`config.mk`:
```
export PLATFORM = sky130hd
export DESIGN_NAME = spart_bus_ctrl
export DESIGN_NICKNAME = d
export VERILOG_FILES = /design/src/rtl/spart_bus_ctrl.sv
export SDC_FILE = /design/constraint.sdc
export NUM_CORES = 1
export LEC_CHECK = 0
export CORE_ASPECT_RATIO = 1.75
export CORE_UTILIZATION = 40
export CTS_CLUSTER_DIAMETER = 50
export DETAILED_ROUTE_END_ITERATION = 7
export HOLD_SLACK_MARGIN = 0.06
export PLACE_DENSITY = 0.66
export SYNTH_ARGS = -nofsm -noshare
export SYNTH_HDL_FRONTEND = slang
export SYNTH_SLANG_ARGS = --single-unit
```
`constraint.sdc`:
```
create_clock -name clk -period 3.5 [get_ports clk]
set_input_delay 0.7 -clock clk [delete_from_list [all_inputs] [get_ports clk]]
set_output_delay 0.7 -clock clk [all_outputs]
set_load 0.01 [all_outputs]
```
`src/rtl/spart_bus_ctrl.sv`:
```
// Processor-side serial port controller: bus register decode, baud divisor,
// TX/RX baud enable generation, received-byte buffering and TX load sequencing.
module spart_bus_ctrl #(
   parameter int DIV_W     = 16,
   parameter int RESET_DIV = 5208
) (
   input  logic       clk,
   input  logic       reset,
   input  logic       iocs,
   input  logic       iorw,
   input  logic [1:0] ioaddr,
   input  logic [7:0] wdata,
   output logic [7:0] rdata,
   output logic       rda_o,
   output logic       tbr_o,
   input  logic       rxd,
   input  logic [7:0] rx_byte,
   input  logic       rx_rda,
   output logic       rx_baud_en,
   output logic [7:0] tx_data,
   output logic       tx_load,
   input  logic       tx_ready,
   output logic       tx_baud_en
);

   localparam logic [1:0] ADDR_DATA   = 2'b00;
   localparam logic [1:0] ADDR_STATUS = 2'b01;
   localparam logic [1:0] ADDR_DB_LO  = 2'b10;
   localparam logic [1:0] ADDR_DB_HI  = 2'b11;

   localparam logic [DIV_W-1:0] DIV_ZERO  = {DIV_W{1'b0}};
   localparam logic [DIV_W-1:0] DIV_ONE   = DIV_W'(1);
   localparam logic [DIV_W-1:0] DIV_TWO   = DIV_W'(2);
   localparam logic [DIV_W:0]   EXT_ZERO  = {(DIV_W+1){1'b0}};
   localparam logic [DIV_W:0]   EXT_ONE   = (DIV_W+1)'(1);

   typedef enum logic [1:0] {
      RX_IDLE = 2'b00,
      RX_RUN  = 2'b01,
      RX_STOP = 2'b10
   } rx_state_t;

   rx_state_t         r_rx_state, w_rx_state_nxt;
   logic [DIV_W-1:0]  r_div;
   logic [DIV_W-1:0]  w_d;
   logic [DIV_W:0]    w_d_ext;
   logic [15:0]       w_div16;
   logic [15:0]       w_div16_wr;
   logic [DIV_W-1:0]  r_tx_cnt;
   logic [DIV_W:0]    r_rx_cnt, w_rx_cnt_nxt;
   logic [3:0]        r_ticks, w_ticks_nxt;
   logic              r_rx_rda_prev;
   logic              r_rda;
   logic              r_rx_ovr;
   logic              r_tx_ovr;
   logic              r_load_pending;
   logic              r_tx_load;
   logic [7:0]        r_hold;
   logic [7:0]        r_rdata;
   logic [7:0]        r_tx_data;
   logic [7:0]        w_rd_mux;
   logic              w_rd;
   logic              w_wr;
   logic              w_cap;
   logic              w_rd_data;
   logic              w_rd_status;
   logic              w_wr_data;
   logic              w_tx_accept;

   assign w_rd        = iocs & iorw;
   assign w_wr        = iocs & ~iorw;
   assign w_cap       = rx_rda & ~r_rx_rda_prev;
   assign w_rd_data   = w_rd & (ioaddr == ADDR_DATA);
   assign w_rd_status = w_rd & (ioaddr == ADDR_STATUS);
   assign w_wr_data   = w_wr & (ioaddr == ADDR_DATA);
   assign w_tx_accept = w_wr_data & tbr_o;

   assign tbr_o      = tx_ready & ~r_load_pending;
   assign rda_o      = r_rda;
   assign rdata      = r_rdata;
   assign tx_data    = r_tx_data;
   assign tx_load    = r_tx_load;
   assign tx_baud_en = (r_tx_cnt == DIV_ZERO);
   assign rx_baud_en = (r_rx_state == RX_RUN) && (r_rx_cnt == EXT_ZERO);

   // Effective divisor never below 2 so the counters always have a reload gap.
   always_comb begin
      w_d     = (r_div < DIV_TWO) ? DIV_TWO : r_div;
      w_d_ext = {1'b0, w_d};
   end

   // Divisor zero-extended to 16 bits for byte-wise read and write.
   always_comb begin
      w_div16                = 16'd0;
      w_div16[DIV_W-1:0]     = r_div;
      w_div16_wr             = w_div16;
      if (w_wr && (ioaddr == ADDR_DB_LO)) begin
         w_div16_wr[7:0]     = wdata;
      end else if (w_wr && (ioaddr == ADDR_DB_HI)) begin
         w_div16_wr[15:8]    = wdata;
      end else begin
         w_div16_wr          = w_div16;
      end
   end

   // Read-data mux.
   always_comb begin
      w_rd_mux = 8'h00;
      case (ioaddr)
         ADDR_DATA:   w_rd_mux = r_hold;
         ADDR_STATUS: w_rd_mux = {4'b0000, r_tx_ovr, r_rx_ovr, tbr_o, r_rda};
         ADDR_DB_LO:  w_rd_mux = w_div16[7:0];
         ADDR_DB_HI:  w_rd_mux = w_div16[15:8];
         default:     w_rd_mux = 8'h00;
      endcase
   end

   // Free-running TX bit-tick counter.
   always_ff @(posedge clk) begin
      if (reset) begin
         r_tx_cnt <= DIV_W'(RESET_DIV - 1);
      end else if (r_tx_cnt == DIV_ZERO) begin
         r_tx_cnt <= w_d - DIV_ONE;
      end else begin
         r_tx_cnt <= r_tx_cnt - DIV_ONE;
      end
   end

   // RX FSM state register.
   always_ff @(posedge clk) begin
      if (reset) begin
         r_rx_state <= RX_IDLE;
         r_rx_cnt   <= EXT_ZERO;
         r_ticks    <= 4'd0;
      end else begin
         r_rx_state <= w_rx_state_nxt;
         r_rx_cnt   <= w_rx_cnt_nxt;
         r_ticks    <= w_ticks_nxt;
      end
   end

   // RX FSM: first tick lands mid-bit 1.5 periods after the start edge, then 8 data + stop.
   always_comb begin
      w_rx_state_nxt = r_rx_state;
      w_rx_cnt_nxt   = r_rx_cnt;
      w_ticks_nxt    = r_ticks;
      case (r_rx_state)
         RX_IDLE: begin
            if (!rxd) begin
               w_rx_cnt_nxt   = w_d_ext + (w_d_ext >> 1) - EXT_ONE;
               w_ticks_nxt    = 4'd0;
               w_rx_state_nxt = RX_RUN;
            end else begin
               w_rx_state_nxt = RX_IDLE;
            end
         end
         RX_RUN: begin
            if (r_rx_cnt == EXT_ZERO) begin
               w_rx_cnt_nxt = w_d_ext - EXT_ONE;
               w_ticks_nxt  = r_ticks + 4'd1;
               if (r_ticks == 4'd8) begin
                  w_rx_state_nxt = RX_STOP;
               end else begin
                  w_rx_state_nxt = RX_RUN;
               end
            end else begin
               w_rx_cnt_nxt = r_rx_cnt - EXT_ONE;
            end
         end
         RX_STOP: begin
            if (rxd) begin
               w_rx_state_nxt = RX_IDLE;
            end else begin
               w_rx_state_nxt = RX_STOP;
            end
         end
         default: begin
            w_rx_state_nxt = RX_IDLE;
         end
      endcase
   end

   // Bus registers, RX capture, sticky overrun flags and TX load sequencing.
   always_ff @(posedge clk) begin
      if (reset) begin
         r_div          <= DIV_W'(RESET_DIV);
         r_rx_rda_prev  <= 1'b0;
         r_hold         <= 8'h00;
         r_rda          <= 1'b0;
         r_rx_ovr       <= 1'b0;
         r_tx_ovr       <= 1'b0;
         r_load_pending <= 1'b0;
         r_tx_load      <= 1'b0;
         r_tx_data      <= 8'h00;
         r_rdata        <= 8'h00;
      end else begin
         r_div         <= w_div16_wr[DIV_W-1:0];
         r_rx_rda_prev <= rx_rda;
         r_tx_load     <= w_tx_accept;
         if (w_cap) begin
            r_hold <= rx_byte;
         end
         if (w_cap) begin
            r_rda <= 1'b1;
         end else if (w_rd_data) begin
            r_rda <= 1'b0;
         end
         // A byte arriving while the CPU drains the old one is not an overrun.
         if (w_cap && r_rda && !w_rd_data) begin
            r_rx_ovr <= 1'b1;
         end else if (w_rd_status) begin
            r_rx_ovr <= 1'b0;
         end
         if (w_wr_data && !tbr_o) begin
            r_tx_ovr <= 1'b1;
         end else if (w_rd_status) begin
            r_tx_ovr <= 1'b0;
         end
         if (w_tx_accept) begin
            r_load_pending <= 1'b1;
            r_tx_data      <= wdata;
         end else if (!tx_ready) begin
            r_load_pending <= 1'b0;
         end
         if (w_rd) begin
            r_rdata <= w_rd_mux;
         end
      end
   end

endmodule

```
==> results of run 1 <==
-- critical path, cell delays in order, from the launching register on --
cell and delay, ns:
dfxtp_2 0.33, inv_2 0.05, ha_1 0.14, nor4b_4 0.23
nand2_1 0.12, o21bai_1 0.20, inv_1 0.08, ha_1 0.27
inv_1 0.06, ha_2 0.18, inv_2 0.04, fa_2 0.41
nor2b_4 0.15, o31ai_4 0.08, a22oi_2 0.25, buf_4 0.16
a21oi_1 0.06, mux2_4 0.27, o21ai_2 0.11, a211oi_1 0.06
-- through the flow --
stage          hold slack, ns  setup WS [ns]  utilization (%)  setup TNS [ns]
2_1_floorplan          0.4320        0.03012                -               0
3_3_place_gp           0.4452       -0.07922            47.44        -0.07922
3_5_place_dp           0.4493        -0.1319            47.44         -0.1868
4_1_cts                0.4584        0.01291            49.80               0
5_1_grt                0.4820        -0.1072            50.66         -0.4964
6_report               0.4551        0.09327            50.66               0
-- layer usage --
layer | routed length, um | global-route usage (%) | vias to the layer above
met2 | 8975 | 44.40 | 182
met3 | 699 | 3.486 | 62
met4 | 919 | 15.87 | 0
li1 | - | - | 2704
met5 | 0 | 0 | -
met1 | 6593 | 25.60 | 2656
-- cell type report --
type	count	area, sq um	area share, %
Multi-Input combinational cell	544	3600	52.55
Sequential cell	85	1703	24.86
Timing Repair Buffer	97	835.8	12.20
Clock buffer	10	239.0	3.489
Tap cell	174	217.7	3.178
Inverter	52	195.2	2.849
Clock inverter	5	60.06	0.8767
-- Yosys cell counts, types with 5 or more instances --
| master | instances | share of area [%] |
|---|---|---|
| xor2_1 | 10 | 1.6 |
| o211ai_1 | 6 | 0.80 |
| nor3_1 | 19 | 1.7 |
| xnor2_1 | 12 | 1.9 |
| or4_1 | 5 | 0.67 |
| nand2_1 | 96 | 6.4 |
| a21oi_1 | 73 | 6.5 |
| dfxtp_1 | 85 | 30 |
| inv_1 | 52 | 3.5 |
| nor4_1 | 10 | 1.1 |
| and2_1 | 6 | 0.67 |
| a31oi_1 | 11 | 1.2 |
| ha_1 | 34 | 7.6 |
| nor2_1 | 75 | 5.0 |
| or3_1 | 10 | 1.1 |
| nor2b_1 | 6 | 0.67 |
| nand2b_1 | 5 | 0.56 |
| a211oi_1 | 16 | 2.1 |
| o21ai_0 | 26 | 2.3 |
| a21o_1 | 6 | 0.80 |
| clkbuf_1 | 18 | 1.2 |
| clkbuf_8 | 5 | 1.2 |
| nand3_1 | 11 | 0.98 |
| buf_2 | 6 | 0.54 |
| mux2i_1 | 22 | 3.9 |
-- what timing repair did --
action                                  in CTS  in global routing
resized for setup                            4                 25
pin swaps                                    0                 11
buffers inserted                             0                  5
endpoints found under the setup margin       5                 13
-- state kept, by name, indices dropped and copies added (netlist names), 2 cells and up --
name        flops
r_tx_cnt       16
r_hold          8
r_ticks         4
r_rx_cnt       17
tx_data         8
rdata           8
r_rx_state      2
r_div          16
-- worst max path at each step --
stage / start / endpoint / slack, ns / cells past startpoint
final: r_div[14] / r_rx_cnt[13] / 0.09 / 19
after detailed placement: r_div[14] / r_rx_cnt[15] / -0.13 / 18
after global placement: r_div[14] / r_rx_cnt[15] / -0.08 / 18
after floorplan: r_div[14] / r_rx_cnt[15] / 0.03 / 18
after global routing: r_div[14] / r_rx_cnt[13] / -0.11 / 19
after CTS: r_rx_cnt[4] / rx_baud_en / 0.01 / 6
-- cells by family after synthesis --
family	count (synthesis)	share of synthesized area (%)
flip-flops	85	30.40
buffers and inverters	88	7.288
multiplexers	27	5.813
adder cells (fa/ha/maj)	36	8.317
AND/OR/NAND/NOR	267	22.49
AO/OA/AOI/OAI	192	22.24
XOR/XNOR	22	3.443
-- where the power goes --
part | total (mW) | internal (mW) | switching [mW]
Combinational | 0.642 | 0.282 | 0.360
Sequential | 1.06 | 1.02 | 0.0437
Clock | 0.978 | 0.571 | 0.407
==> flow_metrics.env, run 1 <==
export IMPL_grt_pass1_wl_um=27630
export IMPL_maxCapViolations=0
export IMPL_clk_latency_ns=0.34
export IMPL_synthesis_nets=778
export IMPL_grt_pass1_vias=5620
export IMPL_p_leak_nw=2.776
export IMPL_drive_above_1_share_pct=13.62
export IMPL_nets=850
export IMPL_stdcell_area_sq_um=6850
export IMPL_tightest_slew_ns=0.7847
export IMPL_synth_edf_count=0
export IMPL_initial_core_util_pct=41.39
export IMPL_holdPathEnd="r_hold[1]"
export IMPL_period_share_pct=97.34
export IMPL_dp_cells=947
export IMPL_finalNonFillerCells=967
export IMPL_ios=46
export IMPL_required_ns=3.69
export IMPL_grt_start_max_net_pins=39
export IMPL_place_port_buffers=45
export IMPL_first_iter_violations=348
export IMPL_yosysUniqueCellTypes=76
export IMPL_routed_wl_um=17190
export IMPL_min_from="r_hold[1]"
export IMPL_finClkSkew_ns=0.006598
export IMPL_r2r_start="r_div[14]"
export IMPL_ys_seq_area_share_pct=30.40
export IMPL_dr_pass1_iters=5
export IMPL_cts_max_level=3
export IMPL_worstPathMaxFanout=4
export IMPL_syn_avg_cell_area_sq_um=7.806
export IMPL_cts_hold_buf=0
export IMPL_fin_crit_ns=3.407
export IMPL_die_height_um=158.5
export IMPL_totalPowerFinal_mw=2.680
export IMPL_critPathCaptureType="flip-flop"
export IMPL_clk_path_buf_depth=2
export IMPL_synth_cells=717
export IMPL_grt_usage_pct=24.21
export IMPL_rsz0062_at_grt="yes"
export IMPL_start_kind="flip-flop"
export IMPL_cts_tree="yes"
export IMPL_avgViaCountPerCell=5.795
export IMPL_clk_pin_slew_worst_paths_ns=0.06
export IMPL_gp_congestion=0.9170
export IMPL_dpl_hpwl_um=13030
export IMPL_cellPowerDensity_nw_per_um2=391.3
export IMPL_clock_sinks=85
export IMPL_n_antenna_cell=0
export IMPL_setup_viol=0
export IMPL_worstReg2RegEnd="r_rx_cnt[13]"
export IMPL_worstPathArrival_ns=3.60
export IMPL_synth_async_reset_ratio_pct=0
export IMPL_worstHoldPathCells=2
export IMPL_synth_yosys_warnings=0
export IMPL_yosys_most_used_dff="dfxtp_1"
export IMPL_fmaxAchievable_mhz=293.5
export IMPL_path_class="flip-flop to flip-flop"
export IMPL_slew_headroom_pct=47.63
export IMPL_drc=0
export IMPL_antenna_found_initial=0
export IMPL_min_delay_path_class="flip-flop to flip-flop"
export IMPL_rows=56
export IMPL_place_area_sq_um=6415
export IMPL_final_cell_mix="96 x nand2_1, 84 x dfxtp_1, 75 x nor2_1"
export IMPL_hold_violations=0
export IMPL_die_area_sq_um=14490
export IMPL_r2r_cells=19
export IMPL_root_buffer="clkbuf_16"
export IMPL_grt_ovfl_total=0
export IMPL_cts_buffers=9
export IMPL_synth_ff_latch_count=85
export IMPL_syn_area_sq_um=5597
export IMPL_final_max_slew_violation_count=0
export IMPL_final_common_cell="nand2_1"
export IMPL_ant_nets=0
export IMPL_fillers=1301
export IMPL_wire_per_inst_um=17.77
export IMPL_rrSetupSlack_ns=0.09
export IMPL_outcome="completed"
export IMPL_area_growth_syn_to_layout_pct=22.40
export IMPL_die_w_um=91.42
export IMPL_vias=5604
export IMPL_peakVddDrop_mv=0.2628
export IMPL_core_area_sq_um=13520
Note: power is estimated with default switching activity, not from simulation.
==> run 2: changes to the inputs <==
CTS_BUF_LIST = sky130_fd_sc_hd__clkbuf_4   (was default)
SLEW_MARGIN = 30   (was default)
==> run 2 against run 1 <==
- global-route usage is 0.34 points lower
- clock-buffer cell count fell by 1
- sequential share of layout area rose by 0.46 points
- critical path type unchanged
- sequential power about the same
- die area is the same
- largest cell class unchanged
- total power decreased by 14%
- fmax decreased by 1.8%
- final cell count up 0.31%
- largest power group unchanged
==> flow_metrics.env, run 2 (synthesis results as in run 1) <==
export IMPL_die_height_um=158.5
export IMPL_p_leak_nw=2.715
export IMPL_final_cell_mix="96 x nand2_1, 83 x dfxtp_1, 75 x nor2_1"
export IMPL_grt_usage_pct=23.87
export IMPL_fmaxAchievable_mhz=288.3
export IMPL_ios=46
export IMPL_finClkSkew_ns=0.01762
export IMPL_wire_per_inst_um=17.75
export IMPL_area_growth_syn_to_layout_pct=20.28
export IMPL_internal_power_mw=1.519
export IMPL_p_clk_share_pct=25.1
export IMPL_cts_buffers=9
export IMPL_min_delay_path_class="flip-flop to flip-flop"
export IMPL_clk_pin_slew_worst_paths_ns=0.14
export IMPL_rows=56
export IMPL_slowest_delay_ns=0.41
export IMPL_place_port_buffers=45
export IMPL_hold_violations=0
export IMPL_antenna_found_initial=1
export IMPL_cpLargestDelayFamily="adder cells"
export IMPL_top_register="r_rx_cnt"
export IMPL_grt_ovfl_total=0
export IMPL_grt_pass1_wl_um=27210
export IMPL_die_w_um=91.42
export IMPL_crit_chain="inv_2 -> ha_4 -> nor4b_4 -> nand2_1 -> o21bai_1 -> inv_1 -> ha_1 -> inv_1 -> ha_2 -> inv_2 -> fa_2 -> nor2b_4 -> o31ai_4 -> a22oi_2 -> buf_4 -> a21oi_2 -> mux2_4 -> o21ai_2 -> a211oi_2"
export IMPL_grt_start_max_net_pins=39
export IMPL_grt_pass1_vias=5542
export IMPL_initial_core_util_pct=41.39
export IMPL_combPwrFrac_pct=28.6
export IMPL_dr_pass1_iters=5
export IMPL_cellPowerDensity_nw_per_um2=340.7
export IMPL_stdcell_area_sq_um=6731
export IMPL_maxCapViolations=0
export IMPL_tightest_slew_ns=0.7844
export IMPL_outcome="completed"
export IMPL_grt_use_met2_pct=43.90
export IMPL_rsz0062_at_grt="yes"
export IMPL_largestRegisters="r_rx_cnt: 17 flops, r_div: 16 flops, r_tx_cnt: 16 flops"
export IMPL_cts_tree="yes"
export IMPL_root_buffer="clkbuf_4"
export IMPL_setup_viol=0
export IMPL_drive_above_1_share_pct=14.47
export IMPL_ant_nets=0
export IMPL_p_switching_mw=0.7742
export IMPL_start_kind="flip-flop"
export IMPL_clock_sinks=85
export IMPL_worstPathArrival_ns=3.79
export IMPL_required_ns=3.82
export IMPL_period_share_pct=99.09
export IMPL_peakVddDrop_mv=0.2950
export IMPL_dp_cells=947
export IMPL_worstPathMaxFanout=4
export IMPL_top_usage_layer="met2"
export IMPL_use_met3_pct=3.486
export IMPL_first_iter_violations=346
export IMPL_finalNonFillerCells=970
export IMPL_vias=5609
export IMPL_critPathCaptureType="flip-flop"
export IMPL_fin_crit_ns=3.468
export IMPL_slew_headroom_pct=47.65
export IMPL_dpl_hpwl_um=13030
export IMPL_core_area_sq_um=13520
export IMPL_gp_congestion=0.9170
export IMPL_final_common_cell="nand2_1"
export IMPL_met1_usage_pct=25.78
export IMPL_place_area_sq_um=6415
export IMPL_clk_latency_ns=0.45
export IMPL_die_area_sq_um=14490
export IMPL_drc=0
export IMPL_sw_frac_of_total_pct=33.76
export IMPL_nets=852
export IMPL_path_buf_inv=5
export IMPL_largest_register_ffs=17
export IMPL_cts_max_level=3
export IMPL_path_class="flip-flop to flip-flop"
export IMPL_final_max_slew_violation_count=0
export IMPL_clk_path_buf_depth=2
export IMPL_slowest_stage="fa_2"
export IMPL_routed_wl_um=17220
export IMPL_seqPwrFrac_pct=46.3
export IMPL_avgViaCountPerCell=5.782
[run 2: layer usage]
metal / part of all wire, % / vias to the layer above
met5: 0 / -
met4: 5.0 / 0
met3: 4.2 / 60
met2: 52 / 180
met1: 39 / 2663
li1: - / 2706
[run 2: worst register-to-register path: cells and delay by family, from the launching register on]
family / cells / cell delay, ns
AOI/OAI and AO/OA: 6 / 0.76
and+or+nand+nor: 3 / 0.52
buffers and inverters: 5 / 0.43
DFF: 1 / 0.35
adders and majority gates: 4 / 1.00
muxes: 1 / 0.27
[run 2: timing repair]
action / 4_1_cts / 5_1_grt
hold buffers: 0 / 0
pin swaps: 0 / 20
endpoints found under the hold margin: 0 / 0
setup endpoints to repair: 6 / 13
setup buffers: 0 / 7
gates resized for setup: 8 / 28
[run 2: metrics by stage]
stage          worst slack, ns  utilization [%]  hold WS [ns]  setup TNS [ns]  total power [mW]
3_3_place_gp          -0.07922            47.44        0.4452        -0.07922             1.674
6_report               0.03188            49.78        0.4644               0             2.293
2_1_floorplan          0.03012                -        0.4320               0             1.481
5_1_grt                -0.1562            49.78        0.4923         -0.5422             2.413
4_1_cts               0.005045            48.68        0.4683               0             2.260
3_5_place_dp           -0.1319            47.44        0.4493         -0.1868             1.684
[run 2: cell type report]
| class | instances | area, sq um |
|---|---|---|
| Antenna cell | 1 | 2.502 |
| Clock buffer | 9 | 67.56 |
| Clock inverter | 6 | 63.81 |
| Fill cell | 1326 | 6792 |
| Inverter | 52 | 195.2 |
| Multi-Input combinational cell | 544 | 3630 |
| Sequential cell | 85 | 1704 |
| Tap cell | 174 | 217.7 |
| Timing Repair Buffer | 99 | 850.8 |
[run 2: power by group through the flow]
stage / combinational, mW / sequential (mW) / clock [mW]
after CTS: 0.616 / 1.06 / 0.586
after global routing: 0.715 / 1.07 / 0.632
after global placement: 0.597 / 1.08 / 0
final: 0.656 / 1.06 / 0.576
after floorplan: 0.402 / 1.08 / 0
after detailed placement: 0.605 / 1.08 / 0
[run 2: worst paths after layout]
check	startpoint	slack [ns]	cells past startpoint	end
worst max-delay path	r_div[14]	0.03	19	r_rx_cnt[13]
worst min-delay path	r_hold[1]	0.46	2	r_hold[1]
worst max register to register	r_div[14]	0.03	19	r_rx_cnt[13]
worst min register to register	r_hold[1]	0.46	2	r_hold[1]
==> run 3: changes to the inputs <==
SKIP_CTS_REPAIR_TIMING = 1   (was default)
==> run 3 against run 2 <==
- flip-flop and latch count unchanged
- non-clock buffer count unchanged
- global-route usage down 0.051 points
- core utilization down 0.32 points
- largest cell class unchanged
- first-iteration DRC count up 9.2%
- routed wire length down 0.23%
- sequential power about the same
- via count up 0.18%
- critical path depth down 1
- clock-buffer cell count unchanged
- fmax up 0.35%
- worst hold slack about the same
==> flow_metrics.env, run 3 (synthesis results as in run 1) <==
export IMPL_clk_pin_slew_worst_paths_ns=0.14
export IMPL_totalPowerFinal_mw=2.280
export IMPL_worstPathMaxFanout=4
export IMPL_grt_ovfl_total=0
export IMPL_fmaxAchievable_mhz=289.3
export IMPL_die_height_um=158.5
export IMPL_crit_chain="inv_2 -> ha_1 -> nor4b_4 -> nand2_1 -> o21bai_1 -> inv_1 -> ha_1 -> inv_1 -> ha_2 -> inv_2 -> fa_2 -> nor2b_4 -> o31ai_2 -> a22oi_2 -> a41o_1 -> a2111oi_2 -> a311o_1 -> o311ai_1"
export IMPL_worstReg2RegEnd="r_rx_cnt[15]"
export IMPL_largest_register_ffs=17
export IMPL_tightest_slew_ns=0.7838
export IMPL_wire_per_inst_um=17.71
export IMPL_cts_max_level=3
export IMPL_grt_pass1_wl_um=27170
export IMPL_hold_violations=0
export IMPL_final_max_slew_violation_count=0
export IMPL_critPathCaptureType="flip-flop"
export IMPL_dpl_hpwl_um=13030
export IMPL_dr_pass1_iters=6
export IMPL_setup_viol=0
export IMPL_cts_tree="yes"
export IMPL_root_buffer="clkbuf_4"
export IMPL_required_ns=3.82
export IMPL_clock_sinks=85
export IMPL_routed_wl_um=17180
export IMPL_rsz0062_at_grt="yes"
export IMPL_ant_nets=0
export IMPL_drive_above_1_share_pct=13.96
export IMPL_r2r_cells=18
export IMPL_grt_start_max_net_pins=39
export IMPL_endpoint="r_rx_cnt[15]"
export IMPL_p_leak_nw=2.710
export IMPL_die_w_um=91.42
export IMPL_grt_usage_pct=23.82
export IMPL_clk_latency_ns=0.45
export IMPL_r2r_start="r_div[14]"
export IMPL_slowest_stage="dfxtp_2"
export IMPL_min_delay_path_class="flip-flop to flip-flop"
export IMPL_rrSetupSlack_ns=0.04
export IMPL_area_growth_syn_to_layout_pct=19.49
export IMPL_peakVddDrop_mv=0.2884
export IMPL_core_area_sq_um=13520
export IMPL_final_cell_mix="96 x nand2_1, 83 x dfxtp_1, 75 x nor2_1"
export IMPL_gp_congestion=0.9170
export IMPL_maxCapViolations=0
export IMPL_slew_headroom_pct=47.69
export IMPL_startpoint="r_div[14]"
export IMPL_outcome="completed"
export IMPL_clk_path_buf_depth=2
export IMPL_final_common_cell="nand2_1"
export IMPL_start_kind="flip-flop"
export IMPL_worstPathArrival_ns=3.78
export IMPL_antenna_found_initial=1
export IMPL_vias=5619
export IMPL_rows=56
export IMPL_dp_cells=947
export IMPL_die_area_sq_um=14490
export IMPL_finClkSkew_ns=0.01521
export IMPL_period_share_pct=98.75
export IMPL_top_register="r_rx_cnt"
export IMPL_fin_crit_ns=3.456
export IMPL_nets=852
export IMPL_cts_buffers=9
export IMPL_path_class="flip-flop to flip-flop"
export IMPL_place_port_buffers=45
export IMPL_drc=0
export IMPL_finalNonFillerCells=970
export IMPL_cellPowerDensity_nw_per_um2=340.9
export IMPL_slowest_delay_ns=0.35
export IMPL_grt_pass1_vias=5504
export IMPL_ios=46
export IMPL_largestRegisters="r_rx_cnt: 17 flops, r_div: 16 flops, r_tx_cnt: 16 flops"
export IMPL_initial_core_util_pct=41.39
export IMPL_first_iter_violations=378
export IMPL_avgViaCountPerCell=5.793
==> run 3: worst max-delay path, delay by kind of cell, from the launching register on <==
kind / cells / cell delay [ns]
buffers and inverters: 4 / 0.23
and+or+nand+nor: 3 / 0.41
AOI/OAI and AO/OA: 7 / 1.49
adders and majority gates: 4 / 0.83
DFF: 1 / 0.35
==> run 3: how the worst min path moves through the flow <==
| stage | depth (start not counted) | start | end |
|---|---|---|---|
| global placement | 2 | r_hold[0] | r_hold[0] |
| CTS | 2 | r_hold[1] | r_hold[1] |
| finish | 2 | r_hold[1] | r_hold[1] |
| global route | 2 | r_hold[4] | r_hold[4] |
| detailed placement | 2 | r_hold[1] | r_hold[1] |
| floorplan | 2 | r_hold[2] | r_hold[2] |
==> run 3: cell type report <==
cell class | count | area (sq um)
clock buffers | 9 | 67.56
repair buffers | 99 | 850.8
diodes | 1 | 2.502
clock inverters | 6 | 63.81
multi-input cells | 544 | 3586
inverters | 52 | 195.2
flip-flops and latches | 85 | 1704
well taps | 174 | 217.7
fillers | 1326 | 6835
==> run 3: metal layers <==
metal	global-route usage, %	share of wire (%)
met1	25.87	39
met2	43.90	52
met3	3.438	3.9
met4	13.38	4.6
met5	0	0
==> run 3: where the power goes <==
| part | leakage (nW) | internal (mW) | total (mW) | switching (mW) |
|---|---|---|---|---|
| Sequential | 0.695 | 1.02 | 1.06 | 0.0445 |
| Combinational | 1.95 | 0.284 | 0.642 | 0.359 |
| Clock | 0.0698 | 0.214 | 0.576 | 0.362 |
| Total | 2.71 | 1.51 | 2.28 | 0.765 |
==> run 3: stage by stage <==
stage / hold WS, ns / setup WS, ns / area [sq um] / utilization, % / TNS [ns]
2_1_floorplan: 0.4320 / 0.03012 / 5612 / - / 0
3_3_place_gp: 0.4452 / -0.07922 / 6415 / 47.44 / -0.07922
3_5_place_dp: 0.4493 / -0.1319 / 6415 / 47.44 / -0.1868
4_1_cts: 0.4683 / -0.2946 / 6546 / 48.41 / -0.6704
5_1_grt: 0.4923 / -0.1820 / 6688 / 49.45 / -0.8644
6_report: 0.4647 / 0.04389 / 6688 / 49.45 / 0
